===== config.mk =====
export PLATFORM = sky130hd
export DESIGN_NAME = fir_stream_flat
export DESIGN_NICKNAME = d
export VERILOG_FILES = /design/src/rtl/fir_stream_pkg.sv /design/src/rtl/fir_stream_if.sv /design/src/rtl/fir_stream_mac.sv /design/src/rtl/fir_stream.sv /design/src/flat_wrapper.sv
export SDC_FILE = /design/constraint.sdc
export NUM_CORES = 1
export LEC_CHECK = 0
export BUFFER_PORTS_ARGS = -buffer_cell sky130_fd_sc_hd__buf_2
export CAP_MARGIN = 20
export CORE_AREA = 3 3 127 252
export DETAILED_ROUTE_END_ITERATION = 8
export DIE_AREA = 0 0 130 255
export PLACE_DENSITY = 0.8
export SYNTH_ARGS = -nofsm -noshare
export SYNTH_HDL_FRONTEND = slang
export SYNTH_SLANG_ARGS = --single-unit

===== constraint.sdc =====
create_clock -name clk -period 8.1 [get_ports clk]
set_input_delay 0.81 -clock clk [delete_from_list [all_inputs] [get_ports clk]]
set_output_delay 0.81 -clock clk [all_outputs]
set_load 0.01 [all_outputs]

===== src/rtl/fir_stream_pkg.sv =====
// rtl/fir_stream_pkg.sv - shared types and arithmetic helpers for the FIR filter
package fir_pkg;

  typedef enum logic [1:0] {IDLE, MAC, OUT} state_t;

  function automatic int acc_w(input int data_w, input int coef_w, input int taps);
    return data_w + coef_w + $clog2(taps);
  endfunction

  // Clamp a wide signed value into the range of an out_w-bit signed number.
  function automatic logic signed [63:0] sat(input logic signed [63:0] v, input int out_w);
    logic signed [63:0] hi;
    logic signed [63:0] lo;
    hi = (64'sd1 <<< (out_w - 1)) - 64'sd1;
    lo = -hi - 64'sd1;
    if (v > hi) return hi;
    if (v < lo) return lo;
    return v;
  endfunction

endpackage


===== src/rtl/fir_stream_if.sv =====
// rtl/fir_stream_if.sv - sample in/out streams plus coefficient write port
interface fir_stream_if #(
  parameter int DATA_W = 10,
  parameter int COEF_W = 8,
  parameter int OUT_W  = 11,
  parameter int ADDR_W = 4
);
  logic              s_valid;
  logic              s_ready;
  logic [DATA_W-1:0] s_data;
  logic              m_valid;
  logic              m_ready;
  logic [OUT_W-1:0]  m_data;
  logic              coef_we;
  logic [ADDR_W-1:0] coef_addr;
  logic [COEF_W-1:0] coef_wdata;
  logic              coef_ready;

  modport slave (
    input  s_valid, s_data, m_ready, coef_we, coef_addr, coef_wdata,
    output s_ready, m_valid, m_data, coef_ready
  );

  modport master (
    output s_valid, s_data, m_ready, coef_we, coef_addr, coef_wdata,
    input  s_ready, m_valid, m_data, coef_ready
  );
endinterface


===== src/rtl/fir_stream_mac.sv =====
// rtl/fir_stream_mac.sv - shared multiplier/accumulator and round/shift/saturate stage
module fir_mac
  import fir_pkg::*;
#(
  parameter int DATA_W = 10,
  parameter int COEF_W = 8,
  parameter int TAPS   = 16,
  parameter int SHIFT  = 5,
  parameter int OUT_W  = 11,
  parameter int ROUND  = 1
) (
  input  logic                     clk,
  input  logic                     rst,
  input  logic                     clr,
  input  logic                     en,
  input  logic signed [DATA_W-1:0] x,
  input  logic signed [COEF_W-1:0] c,
  output logic signed [OUT_W-1:0]  y
);
  localparam int ACC_W  = acc_w(DATA_W, COEF_W, TAPS);
  localparam int RND_SH = (SHIFT > 0) ? SHIFT - 1 : 0;
  localparam logic signed [63:0] RND = (ROUND != 0 && SHIFT > 0) ? (64'sd1 <<< RND_SH) : 64'sd0;

  logic signed [DATA_W+COEF_W-1:0] prod;
  logic signed [ACC_W-1:0]         acc;
  logic signed [63:0]              r;

  assign prod = x * c;

  always_ff @(posedge clk) begin
    if (rst || clr) begin
      acc <= '0;
    end else if (en) begin
      acc <= acc + ACC_W'(prod);
    end
  end

  assign r = 64'(acc) + RND;
  assign y = OUT_W'(sat(r >>> SHIFT, OUT_W));

endmodule


===== src/rtl/fir_stream.sv =====
// rtl/fir_stream.sv - time-multiplexed FIR: FSM, delay line, coefficient bank, handshakes
module fir_stream
  import fir_pkg::*;
#(
  parameter int DATA_W = 10,
  parameter int COEF_W = 8,
  parameter int TAPS   = 16,
  parameter int SHIFT  = 5,
  parameter int OUT_W  = 11,
  parameter int ROUND  = 1
) (
  input logic         clk,
  input logic         rst,
  fir_stream_if.slave bus
);
  localparam int AW = $clog2(TAPS);
  localparam int KW = $clog2(TAPS + 1);
  localparam logic [KW-1:0] K_LAST = KW'(TAPS);

  state_t state, state_n;
  logic [KW-1:0]            k;
  logic signed [DATA_W-1:0] x [TAPS];
  logic signed [COEF_W-1:0] c [TAPS];
  logic signed [DATA_W-1:0] x_sel;
  logic signed [COEF_W-1:0] c_sel;
  logic signed [OUT_W-1:0]  y;
  logic signed [OUT_W-1:0]  m_data_q;
  logic s_ready_q, coef_ready_q, m_valid_q;
  logic accept, coef_wr, acc_clr, acc_en, load_out;

  assign accept  = (state == IDLE) && bus.s_valid;
  assign coef_wr = bus.coef_we && coef_ready_q && (32'(bus.coef_addr) < TAPS);

  always_comb begin
    state_n  = state;
    acc_clr  = 1'b0;
    acc_en   = 1'b0;
    load_out = 1'b0;
    case (state)
      IDLE: if (bus.s_valid) begin
        state_n = MAC;
        acc_clr = 1'b1;
      end
      // One extra MAC cycle after the last product lets the output stage see the final sum.
      MAC: if (k == K_LAST) begin
        state_n  = OUT;
        load_out = 1'b1;
      end else begin
        acc_en = 1'b1;
      end
      OUT: if (bus.m_ready) state_n = IDLE;
      default: state_n = IDLE;
    endcase
  end

  always_ff @(posedge clk) begin
    if (rst) begin
      state        <= IDLE;
      k            <= '0;
      s_ready_q    <= 1'b1;
      coef_ready_q <= 1'b1;
      m_valid_q    <= 1'b0;
      m_data_q     <= '0;
    end else begin
      state        <= state_n;
      s_ready_q    <= (state_n == IDLE);
      coef_ready_q <= (state_n == IDLE);
      m_valid_q    <= (state_n == OUT);
      if (acc_clr) k <= '0;
      else if (acc_en) k <= k + KW'(1);
      if (load_out) m_data_q <= y;
    end
  end

  always_ff @(posedge clk) begin
    if (rst) begin
      for (int i = 0; i < TAPS; i++) begin
        x[i] <= '0;
        c[i] <= '0;
      end
    end else begin
      if (accept) begin
        x[0] <= bus.s_data;
        for (int i = 1; i < TAPS; i++) x[i] <= x[i-1];
      end
      if (coef_wr) c[bus.coef_addr] <= bus.coef_wdata;
    end
  end

  assign x_sel = (k < K_LAST) ? x[k[AW-1:0]] : '0;
  assign c_sel = (k < K_LAST) ? c[k[AW-1:0]] : '0;

  fir_mac #(
    .DATA_W(DATA_W), .COEF_W(COEF_W), .TAPS(TAPS),
    .SHIFT(SHIFT), .OUT_W(OUT_W), .ROUND(ROUND)
  ) u_mac (
    .clk(clk), .rst(rst), .clr(acc_clr), .en(acc_en),
    .x(x_sel), .c(c_sel), .y(y)
  );

  assign bus.s_ready    = s_ready_q;
  assign bus.coef_ready = coef_ready_q;
  assign bus.m_valid    = m_valid_q;
  assign bus.m_data     = m_data_q;

endmodule


===== src/flat_wrapper.sv =====
// flat-port wrapper written by rule: the top's interface ports become plain ports
module fir_stream_flat import fir_pkg::*;
#(
  parameter int DATA_W = 10,
  parameter int COEF_W = 8,
  parameter int TAPS   = 16,
  parameter int SHIFT  = 5,
  parameter int OUT_W  = 11,
  parameter int ROUND  = 1
)
  (clk, rst, bus_s_valid, bus_s_data, bus_m_ready, bus_coef_we, bus_coef_addr, bus_coef_wdata, bus_s_ready, bus_m_valid, bus_m_data, bus_coef_ready);
  fir_stream_if #(.DATA_W(DATA_W), .COEF_W(COEF_W), .OUT_W(OUT_W), .ADDR_W((4))) bus_i ();
  input logic clk;
  input logic rst;
  input wire logic [$bits(bus_i.s_valid)-1:0] bus_s_valid;
  input wire logic [$bits(bus_i.s_data)-1:0] bus_s_data;
  input wire logic [$bits(bus_i.m_ready)-1:0] bus_m_ready;
  input wire logic [$bits(bus_i.coef_we)-1:0] bus_coef_we;
  input wire logic [$bits(bus_i.coef_addr)-1:0] bus_coef_addr;
  input wire logic [$bits(bus_i.coef_wdata)-1:0] bus_coef_wdata;
  output wire logic [$bits(bus_i.s_ready)-1:0] bus_s_ready;
  output wire logic [$bits(bus_i.m_valid)-1:0] bus_m_valid;
  output wire logic [$bits(bus_i.m_data)-1:0] bus_m_data;
  output wire logic [$bits(bus_i.coef_ready)-1:0] bus_coef_ready;
  assign bus_i.s_valid = bus_s_valid;
  assign bus_i.s_data = bus_s_data;
  assign bus_i.m_ready = bus_m_ready;
  assign bus_i.coef_we = bus_coef_we;
  assign bus_i.coef_addr = bus_coef_addr;
  assign bus_i.coef_wdata = bus_coef_wdata;
  assign bus_s_ready = bus_i.s_ready;
  assign bus_m_valid = bus_i.m_valid;
  assign bus_m_data = bus_i.m_data;
  assign bus_coef_ready = bus_i.coef_ready;
  fir_stream #(.DATA_W(DATA_W), .COEF_W(COEF_W), .TAPS(TAPS), .SHIFT(SHIFT), .OUT_W(OUT_W), .ROUND(ROUND)) u_core (.clk(clk), .rst(rst), .bus(bus_i));
endmodule

==> results of run 1 <==
[power by group]
part           leakage (nW)  total, mW  switching (mW)  internal (mW)
registers              3.44       2.11           0.114           1.99
clock network         0.450       1.41           0.623          0.785
logic                  4.24       1.53           0.875          0.654
[final cells by class]
class | instances | area share
sequential | 334 | 0.461
multi-input combinational | 950 | 0.432
clock buffer | 33 | 0.0357
tap | 368 | 0.0222
timing repair buffer | 64 | 0.0201
inverter | 104 | 0.0188
clock inverter | 18 | 0.00977
[cell usage after synthesis (4+ instances only)]
master	n	area share
a211oi_1	6	0.0023
a21o_1	4	0.0016
a21oi_1	41	0.011
a21oi_2	10	0.0045
a31oi_1	7	0.0023
and2_1	245	0.079
and3_1	6	0.0019
buf_12	4	0.0041
buf_2	11	0.0028
buf_6	4	0.0023
clkbuf_1	41	0.0080
dfxtp_1	46	0.048
edfxtp_1	288	0.45
fa_1	102	0.11
ha_1	53	0.034
inv_1	101	0.020
mux2i_1	9	0.0047
mux4_2	87	0.10
nand2_1	80	0.016
nand2b_1	15	0.0049
nand3_1	11	0.0028
nand4_1	6	0.0019
nor2_1	68	0.013
nor2b_1	79	0.026
nor2b_4	4	0.0028
nor3_1	12	0.0031
o21ai_0	5	0.0013
o21ai_1	5	0.0013
o22ai_1	4	0.0013
or2_2	16	0.0052
or3_1	4	0.0013
xnor2_1	15	0.0068
xor2_1	10	0.0045
[state kept, by name (all words and copies together) (netlist names), named ones only]
name	cells
u_core.x	160
u_core.k	5
u_core.state	2
u_core.c	128
u_core.bus.m_valid	1
u_core.bus.s_ready	1
u_core.u_mac.acc	22
u_core.bus.m_data	11
[per-layer routing]
layer	up-vias	track usage	share of wire
li1	5144	-	-
met1	5659	0.291	0.35
met2	301	0.493	0.57
met3	117	0.0255	0.032
met4	0	0.124	0.051
met5	-	0	0
[cells in the final DEF (no fill, tap or decap), types with 4 or more instances in the layout]
cell type	count
a211oi_1	6
a21o_1	4
a21oi_1	41
a21oi_2	10
a31oi_1	7
and2_1	245
and3_1	6
buf_2	40
buf_4	21
bufinv_16	4
clkbuf_1	4
clkbuf_16	29
clkinv_1	6
dfxtp_1	44
edfxtp_1	288
fa_1	102
ha_1	53
inv_1	101
mux2i_1	9
mux4_2	87
nand2_1	80
nand2b_1	14
nand3_1	11
nand4_1	6
nor2_1	67
nor2b_1	79
nor2b_4	4
nor3_1	12
o21ai_0	5
o21ai_1	5
o22ai_1	4
or2_2	16
or3_1	4
xnor2_1	15
xor2_1	10
[per-stage QoR]
stage	utilization	hold WS (ns)	power (mW)	instance area (µm²)	setup WS (ns)
after global placement	0.654	0.446	3.62	19800	1.03
final	0.685	0.459	5.04	20800	0.916
after global routing	0.685	0.498	5.32	20800	0.543
after floorplan	-	0.436	3.27	19300	1.51
after detailed placement	0.654	0.454	3.67	19800	0.916
after CTS	0.685	0.463	5.07	20800	0.883
[path summary, 6_finish.rpt]
| kind | endpoint | slack, ns | depth (start not counted) |
|---|---|---|---|
| max | u_core.u_mac.acc[20] | 0.92 | 21 |
| min | u_core.u_mac.acc[3] | 0.46 | 2 |
| max reg2reg | u_core.u_mac.acc[20] | 0.92 | 21 |
| min reg2reg | u_core.u_mac.acc[3] | 0.46 | 2 |
[cell families (layout without fill, tap and decap cells)]
| family | after synthesis | count (layout) | share of synthesized area |
|---|---|---|---|
| AO/OA/AOI/OAI | 105 | 105 | 0.0367 |
| XOR/XNOR | 25 | 25 | 0.0113 |
| adder cells (fa/ha/maj) | 155 | 155 | 0.140 |
| buffers and inverters | 171 | 219 | 0.0413 |
| flip-flops | 334 | 334 | 0.495 |
| multiplexers | 99 | 99 | 0.108 |
| AND/OR/NAND/NOR | 566 | 566 | 0.167 |
[worst max-delay path, stage by stage, from the launching register on]
cell and delay (ns):
dfxtp_4 0.62, buf_12 0.32, mux4_2 0.55, mux2_2 0.29, o21ai_2 0.42, nand2b_1 0.15
fa_1 0.55, fa_1 0.56, inv_1 0.06, fa_1 0.51, fa_1 0.55, inv_1 0.05
fa_1 0.50, inv_1 0.05, ha_1 0.32, o21ai_0 0.14, o21ai_1 0.30, nand4_1 0.16
a31oi_1 0.24, a21oi_1 0.12, or4b_1 0.47, a31oi_1 0.13
==> results.yml, run 1 <==
clock_network:
  insertion_delay_ns: 0.56
  post-cts-setup-buffer-count: 0
  postCtsHoldBufs: 0
  cts_resized: 0
  clock_sinks: 334
  tritoncts: "built"
  clkTransAtPathRegs_ns: 0.07
  clk_path_buf_depth: 3
  htreeDepth: 1
  numCtsBuffers: 29
  cts_root_buffer: "clkbuf_16"
global_routing:
  first_global_vias: 12300
  grt_max_degree: 181
  grt_pass1_wl_um: 66100
  gr-total-overflow: 0
  track_usage: 0.261
  antenna_found_initial: 0
finish:
  final_nets: 1665
  multi_input_area_um2: 8960
  nFillCells: 2057
  area_growth_pct: 7.44
  diodes: 0
  drive_gt1_frac: 0.160
  stdcell_count: 1871
  final-seq-area_um2: 9580
detailed_routing:
  routed_wl_um: 41400
  via_per_inst: 6.00
  drt-wirelength-per-cell_um: 22.1
  first_iter_violations: 728
  dr.pass1.iters: 5
  drc: 0
  vias: 11200
  antenna_left: 0
timing:
  min_period_ns: 7.18
  final-hold-violation-count: 0
  worst_pin_slew_ns: 1.03
  setup_viol_count_final: 0
  fin_crit_sh: 0.887
  tns_ns: 0
  rsz0062_at_grt: "false"
  max_freq_mhz: 139
  clock_skew_ns: 0.0167
  slew_headroom: 0.311
  slew_viol_final: 0
placement:
  dpl.hpwl_um: 30200
  io_buffer_count: 40
  place_congestion: 0.912
  dp_cells: 1820
setup_path:
  critPathMaxFanout: 35
  arrival_ns: 7.67
  critical_path_required_ns: 8.59
  critPathKind: "register to register"
  worstSetupStartpointType: "register"
  crit_path_end_kind: "register"
floorplan:
  die-area_um2: 33200
  core_um2: 30300
  die_y_um: 255
  io_pins: 41
  start_util: 0.638
  rows: 90
  die_w_um: 130
yosys:
  synth_cell_type_count: 74
  syn_area_um2: 19300
  ys_ff_latch: 334
  syn_nets: 1637
  synth_flop_cell: "edfxtp_1"
  async_reset_ff_frac: 0
  synth_edf_count: 288
  syn_avg_cell_area_um2: 13.3
  synth-seq-area-share: 0.495
  syn_inst: 1455
  synth_warnings: 0
pwr:
  irDropWorstVdd_v: 0.000242
  leakagePower_nw: 8.13
  power_density_nw_per_um2: 243
min_path:
  hold_class: "register to register"
  hold_path_startpoint: "u_core.u_mac.acc[3]"
flow_run:
  cap_violations: 0
outcome:
  status: "complete, no violations"
(Power assumes the default switching activity.)
==> run 2: changes to the inputs <==
--- a/config.mk
+++ b/config.mk
@@ -7,10 +7,9 @@
 export LEC_CHECK = 0
 export BUFFER_PORTS_ARGS = -buffer_cell sky130_fd_sc_hd__buf_2
 export CAP_MARGIN = 20
-export CORE_AREA = 3 3 127 252
+export CORE_AREA = 3 3 184 365
 export DETAILED_ROUTE_END_ITERATION = 8
-export DIE_AREA = 0 0 130 255
-export PLACE_DENSITY = 0.8
+export DIE_AREA = 0 0 187 368
 export SYNTH_ARGS = -nofsm -noshare
 export SYNTH_HDL_FRONTEND = slang
 export SYNTH_SLANG_ARGS = --single-unit
==> results.yml, run 2 (same netlist as run 1, synthesis figures left out) <==
outcome:
  status: "complete, no violations"
timing:
  hold_ws_ns: 0.460
  max_freq_mhz: 138
  fin_crit_sh: 0.894
  slew_headroom: 0.148
  final-hold-violation-count: 0
  worst_slack_ns: 0.861
  worst_pin_slew_ns: 1.28
  min_period_ns: 7.24
  slew_viol_final: 0
  setup_viol_count_final: 0
  clock_skew_ns: 0.0310
  rsz0062_at_grt: "false"
  tns_ns: 0
setup_path:
  critPathKind: "register to register"
  critical_path_required_ns: 8.60
  worstSetupStartpointType: "register"
  rr_worst_depth: 23
  crit_path_end_kind: "register"
  critPathMaxFanout: 28
  arrival_ns: 7.74
pwr:
  leakagePower_nw: 8.09
  p_comb_frac: 0.302
  p_seq_frac: 0.413
  internal_power_mw: 3.47
  swShare: 0.320
  irDropWorstVdd_v: 0.000141
  power.net_switching_mw: 1.64
  pwr-share-clk: 0.285
  power_density_nw_per_um2: 239
floorplan:
  die_w_um: 187
  start_util: 0.298
  core_um2: 64900
  io_pins: 41
  die_y_um: 368
  die-area_um2: 68800
  rows: 132
detailed_routing:
  via_per_inst: 4.69
  vias: 11100
  dr.pass1.iters: 5
  first_iter_violations: 589
  routed_wl_um: 44400
  drt-wirelength-per-cell_um: 18.8
  drc: 0
  antenna_left: 0
finish:
  diodes: 0
  final_common_cell: "edfxtp_1"
  final_nets: 1653
  largest-register: "u_core.x"
  area_growth_pct: 10.5
  layout_common_cells: "edfxtp_1 (288), and2_1 (245), fa_1 (102), inv_1 (101), mux4_2 (87)"
  stdcell_count: 2362
  finalCoreUtilization: 0.329
  top_regs: "u_core.x x160, u_core.c x128, u_core.u_mac.acc x22"
  largest_reg_flops: 160
  drive_gt1_frac: 0.154
  nFillCells: 6354
clock_network:
  postCtsHoldBufs: 0
  tritoncts: "built"
  clock_sinks: 334
  cts_root_buffer: "clkbuf_16"
  clkTransAtPathRegs_ns: 0.07
  cts_resized: 0
  post-cts-setup-buffer-count: 0
  htreeDepth: 1
  clk_path_buf_depth: 3
  numCtsBuffers: 27
  insertion_delay_ns: 0.58
min_path:
  hold_class: "register to register"
  hold_depth: 2
global_routing:
  antenna_found_initial: 0
  grt_pass1_wl_um: 70900
  grt_max_degree: 171
  first_global_vias: 12200
  track_usage: 0.131
  gr-total-overflow: 0
placement:
  dpl_worst_slack_ns: 0.834
  place_congestion: 0.893
  dp_cells: 2313
  dpl.hpwl_um: 32700
  io_buffer_count: 40
flow_run:
  cap_violations: 0
-- run 2: final timing paths --
kind                                     startpoint                    to  slack, ns
worst max-delay path                       register  u_core.u_mac.acc[20]       0.86
worst min-delay path            u_core.u_mac.acc[3]   u_core.u_mac.acc[3]       0.46
worst max register to register             register  u_core.u_mac.acc[20]       0.86
worst min register to register  u_core.u_mac.acc[3]   u_core.u_mac.acc[3]       0.46
-- run 2: final cells by class --
type | instances | area, µm² | area share
sequential | 334 | 9580 | 0.449
inverter | 104 | 390 | 0.0183
tap | 871 | 1090 | 0.0511
clock inverter | 13 | 194 | 0.00909
timing repair buffer | 54 | 370 | 0.0173
multi-input combinational | 950 | 8960 | 0.420
clock buffer | 36 | 761 | 0.0356
-- run 2: critical path, stage by stage (launching register included) --
cell and delay (ns):
dfxtp_4 0.74, buf_12 0.26, buf_12 0.19, mux4_2 0.52, mux4_2 0.53, nand2b_1 0.18, nor2b_1 0.14, fa_1 0.49
inv_1 0.14, fa_1 0.57, inv_1 0.05, fa_1 0.53, inv_1 0.06, fa_1 0.53, inv_1 0.05, ha_1 0.29
ha_1 0.40, nand2_1 0.07, o21ai_0 0.24, a21oi_1 0.13, a31oi_1 0.25, a21oi_1 0.13, or4b_1 0.47, a31oi_1 0.16
-- run 2: metal layers --
metal / track usage / part of all wire / wire [µm]
met1: 0.134 / 0.35 / 15700
met2: 0.258 / 0.57 / 25300
met4: 0.0731 / 0.057 / 2520
met3: 0.0112 / 0.020 / 899
met5: 0 / 0 / 0
-- run 2: through the flow --
stage / cell area, µm² / total power, mW
after detailed placement: 20400 / 3.69
after floorplan: 19300 / 3.27
after global placement: 20400 / 3.66
after CTS: 21300 / 5.17
final: 21300 / 5.10
after global routing: 21300 / 5.44
-- run 2: power by group through the flow --
stage / clock network (mW) / logic [mW] / registers (mW)
floorplan: 0 / 1.18 / 2.09
global placement: 0 / 1.51 / 2.14
detailed placement: 0 / 1.55 / 2.15
CTS: 1.51 / 1.56 / 2.11
global route: 1.56 / 1.76 / 2.12
finish: 1.46 / 1.54 / 2.11
==> run 3: changes to the inputs <==
--- a/config.mk
+++ b/config.mk
@@ -5,11 +5,13 @@
 export SDC_FILE = /design/constraint.sdc
 export NUM_CORES = 1
 export LEC_CHECK = 0
+export ABC_AREA = 0
 export BUFFER_PORTS_ARGS = -buffer_cell sky130_fd_sc_hd__buf_2
 export CAP_MARGIN = 20
 export CORE_AREA = 3 3 184 365
 export DETAILED_ROUTE_END_ITERATION = 8
 export DIE_AREA = 0 0 187 368
+export PLACE_DENSITY = 0.52
 export SYNTH_ARGS = -nofsm -noshare
 export SYNTH_HDL_FRONTEND = slang
 export SYNTH_SLANG_ARGS = --single-unit
==> constraint.sdc (replaced) <==
create_clock -name clk -period 6.2 [get_ports clk]
set_input_delay 0.62 -clock clk [delete_from_list [all_inputs] [get_ports clk]]
set_output_delay 0.62 -clock clk [all_outputs]
set_load 0.01 [all_outputs]
==> results.yml, run 3 (same netlist as run 1, synthesis figures left out) <==
timing:
  slew_viol_final: 0
  slew_headroom: 0.147
  clock_skew_ns: 0.0201
  rsz0062_at_grt: "true"
  final-hold-violation-count: 0
  worst_slack_ns: -0.130
  hold_ws_ns: 0.342
  tns_ns: -0.130
  setup_viol_count_final: 1
  worst_pin_slew_ns: 1.28
  max_freq_mhz: 158
  min_period_ns: 6.33
  fin_crit_sh: 1.02
pwr:
  irDropWorstVdd_v: 0.000200
  leakagePower_nw: 8.99
  power_density_nw_per_um2: 332
floorplan:
  start_util: 0.298
  die_w_um: 187
  die-area_um2: 68800
  rows: 132
  core_um2: 64900
  die_y_um: 368
  io_pins: 41
detailed_routing:
  drt-wirelength-per-cell_um: 18.9
  dr.pass1.iters: 4
  antenna_left: 0
  routed_wl_um: 47400
  vias: 11600
  drc: 0
  via_per_inst: 4.62
  first_iter_violations: 622
setup_path:
  critPathMaxFanout: 8
  crit_chain: "buf_12 > buf_12 > buf_6 > mux4_2 > mux4_2 > nand2b_4 > nand2b_4 > fa_1 > fa_1 > inv_1 > fa_1 > fa_1 > inv_1 > fa_1 > inv_2 > ha_4 > o21ai_4 > o21ai_4 > nand4_1 > a31oi_2 > a21oi_2 > or4b_1 > a31oi_1"
  crit_path_frequent_cell: "fa_1"
  critPathCapture: "u_core.u_mac.acc[20]"
  worstSetupStartpointType: "register"
  critPathTopFamily: "adder cells"
  rrSetupSlack_ns: -0.13
  critical_path_required_ns: 6.67
  worst_path_max_delay_cell: "fa_1"
  reg2reg_to: "u_core.u_mac.acc[20]"
  cp_num_buf_inv: 6
  rr_worst_depth: 23
  arrival_ns: 6.80
  crit_path_end_kind: "register"
  critical_path.max_stage_delay_ns: 0.55
  cp_num_cells: 23
  critPathKind: "register to register"
clock_network:
  numCtsBuffers: 34
  postCtsHoldBufs: 0
  htreeDepth: 2
  clkTransAtPathRegs_ns: 0.07
  clock_sinks: 334
  tritoncts: "built"
  cts_root_buffer: "clkbuf_16"
  clk_path_buf_depth: 3
  insertion_delay_ns: 0.56
finish:
  layout_common_cells: "edfxtp_1 (288), and2_1 (242), buf_4 (120), inv_1 (93), fa_1 (92)"
  final_common_cell: "edfxtp_1"
  largest_reg_flops: 160
  top_regs: "u_core.x x160, u_core.c x128, u_core.u_mac.acc x22"
  multi_input_area_um2: 9580
  final-seq-area_um2: 9580
  area_growth_pct: 20.8
  diodes: 0
  final_nets: 1799
  drive_gt1_frac: 0.282
  nFillCells: 6244
  largest-register: "u_core.x"
placement:
  dpl.hpwl_um: 35200
  dpl_worst_slack_ns: -0.349
  io_buffer_count: 40
  place_congestion: 0.848
outcome:
  violations: "setup timing"
  status: "complete, but fails checks"
flow_run:
  cap_violations: 0
global_routing:
  grt_pass1_wl_um: 74600
  first_global_vias: 12900
  grt_max_degree: 171
  gr-total-overflow: 0
  track_usage: 0.139
  antenna_found_initial: 0
min_path:
  hold_class: "primary input to register"
[run 3: cell type report]
| class | count | share of cell area |
|---|---|---|
| clock buffers | 40 | 0.0374 |
| clock inverters | 18 | 0.00761 |
| inverters | 104 | 0.0168 |
| multi-input cells | 950 | 0.411 |
| flip-flops and latches | 334 | 0.410 |
| well taps | 871 | 0.0467 |
| repair buffers | 193 | 0.0705 |
[run 3: stage by stage]
stage / std cells / utilization / cell area (µm²) / power (mW)
floorplan: 1455 / - / 19500 / 4.43
global placement: 2427 / 0.332 / 21500 / 5.33
detailed placement: 2427 / 0.332 / 21500 / 5.35
CTS: 2500 / 0.355 / 23000 / 7.61
global route: 2510 / 0.360 / 23300 / 8.24
finish: 2510 / 0.360 / 23300 / 7.75
[run 3: worst min path at each step]
stage	startpoint	endpoint	slack (ns)	cells past startpoint
2_1_floorplan	u_core.u_mac.acc[3]	u_core.u_mac.acc[3]	0.44	2
3_3_place_gp	u_core.u_mac.acc[3]	u_core.u_mac.acc[3]	0.45	2
3_5_place_dp	u_core.u_mac.acc[3]	u_core.u_mac.acc[3]	0.46	2
4_1_cts	rst	u_core.bus.m_valid	0.32	2
5_1_grt	rst	u_core.bus.m_valid	0.34	2
6_report	rst	u_core.bus.m_valid	0.34	2
[run 3: routing by layer]
layer	global-route usage	share of wire
met1	0.140	0.35
met2	0.286	0.59
met3	0.0141	0.022
met4	0.0522	0.035
met5	0	0
[run 3: report_power, final]
group / leakage [nW] / total, mW / switching, mW / internal [mW]
sequential: 3.44 / 2.74 / 0.137 / 2.61
clock: 0.504 / 2.01 / 0.906 / 1.10
combinational: 5.04 / 2.99 / 1.48 / 1.51
total: 8.99 / 7.75 / 2.52 / 5.22
[run 3: worst register-to-register path, stage by stage, from the launching register on]
cell	delay (ns)
dfxtp_4	0.42
buf_12	0.13
buf_12	0.13
buf_6	0.10
mux4_2	0.51
mux4_2	0.52
nand2b_4	0.10
nand2b_4	0.12
fa_1	0.45
fa_1	0.55
inv_1	0.05
fa_1	0.46
fa_1	0.49
inv_1	0.05
fa_1	0.49
inv_2	0.05
ha_4	0.27
o21ai_4	0.06
o21ai_4	0.19
nand4_1	0.15
a31oi_2	0.24
a21oi_2	0.08
or4b_1	0.48
a31oi_1	0.18
[run 3: what timing repair did]
action / CTS / global route
endpoints found under the hold margin: 0 / 0
setup endpoints to repair: 12 / 14
resized for setup: 52 / 52
cloned: 2 / 0
pin swaps: 47 / 47
setup buffers: 13 / 14
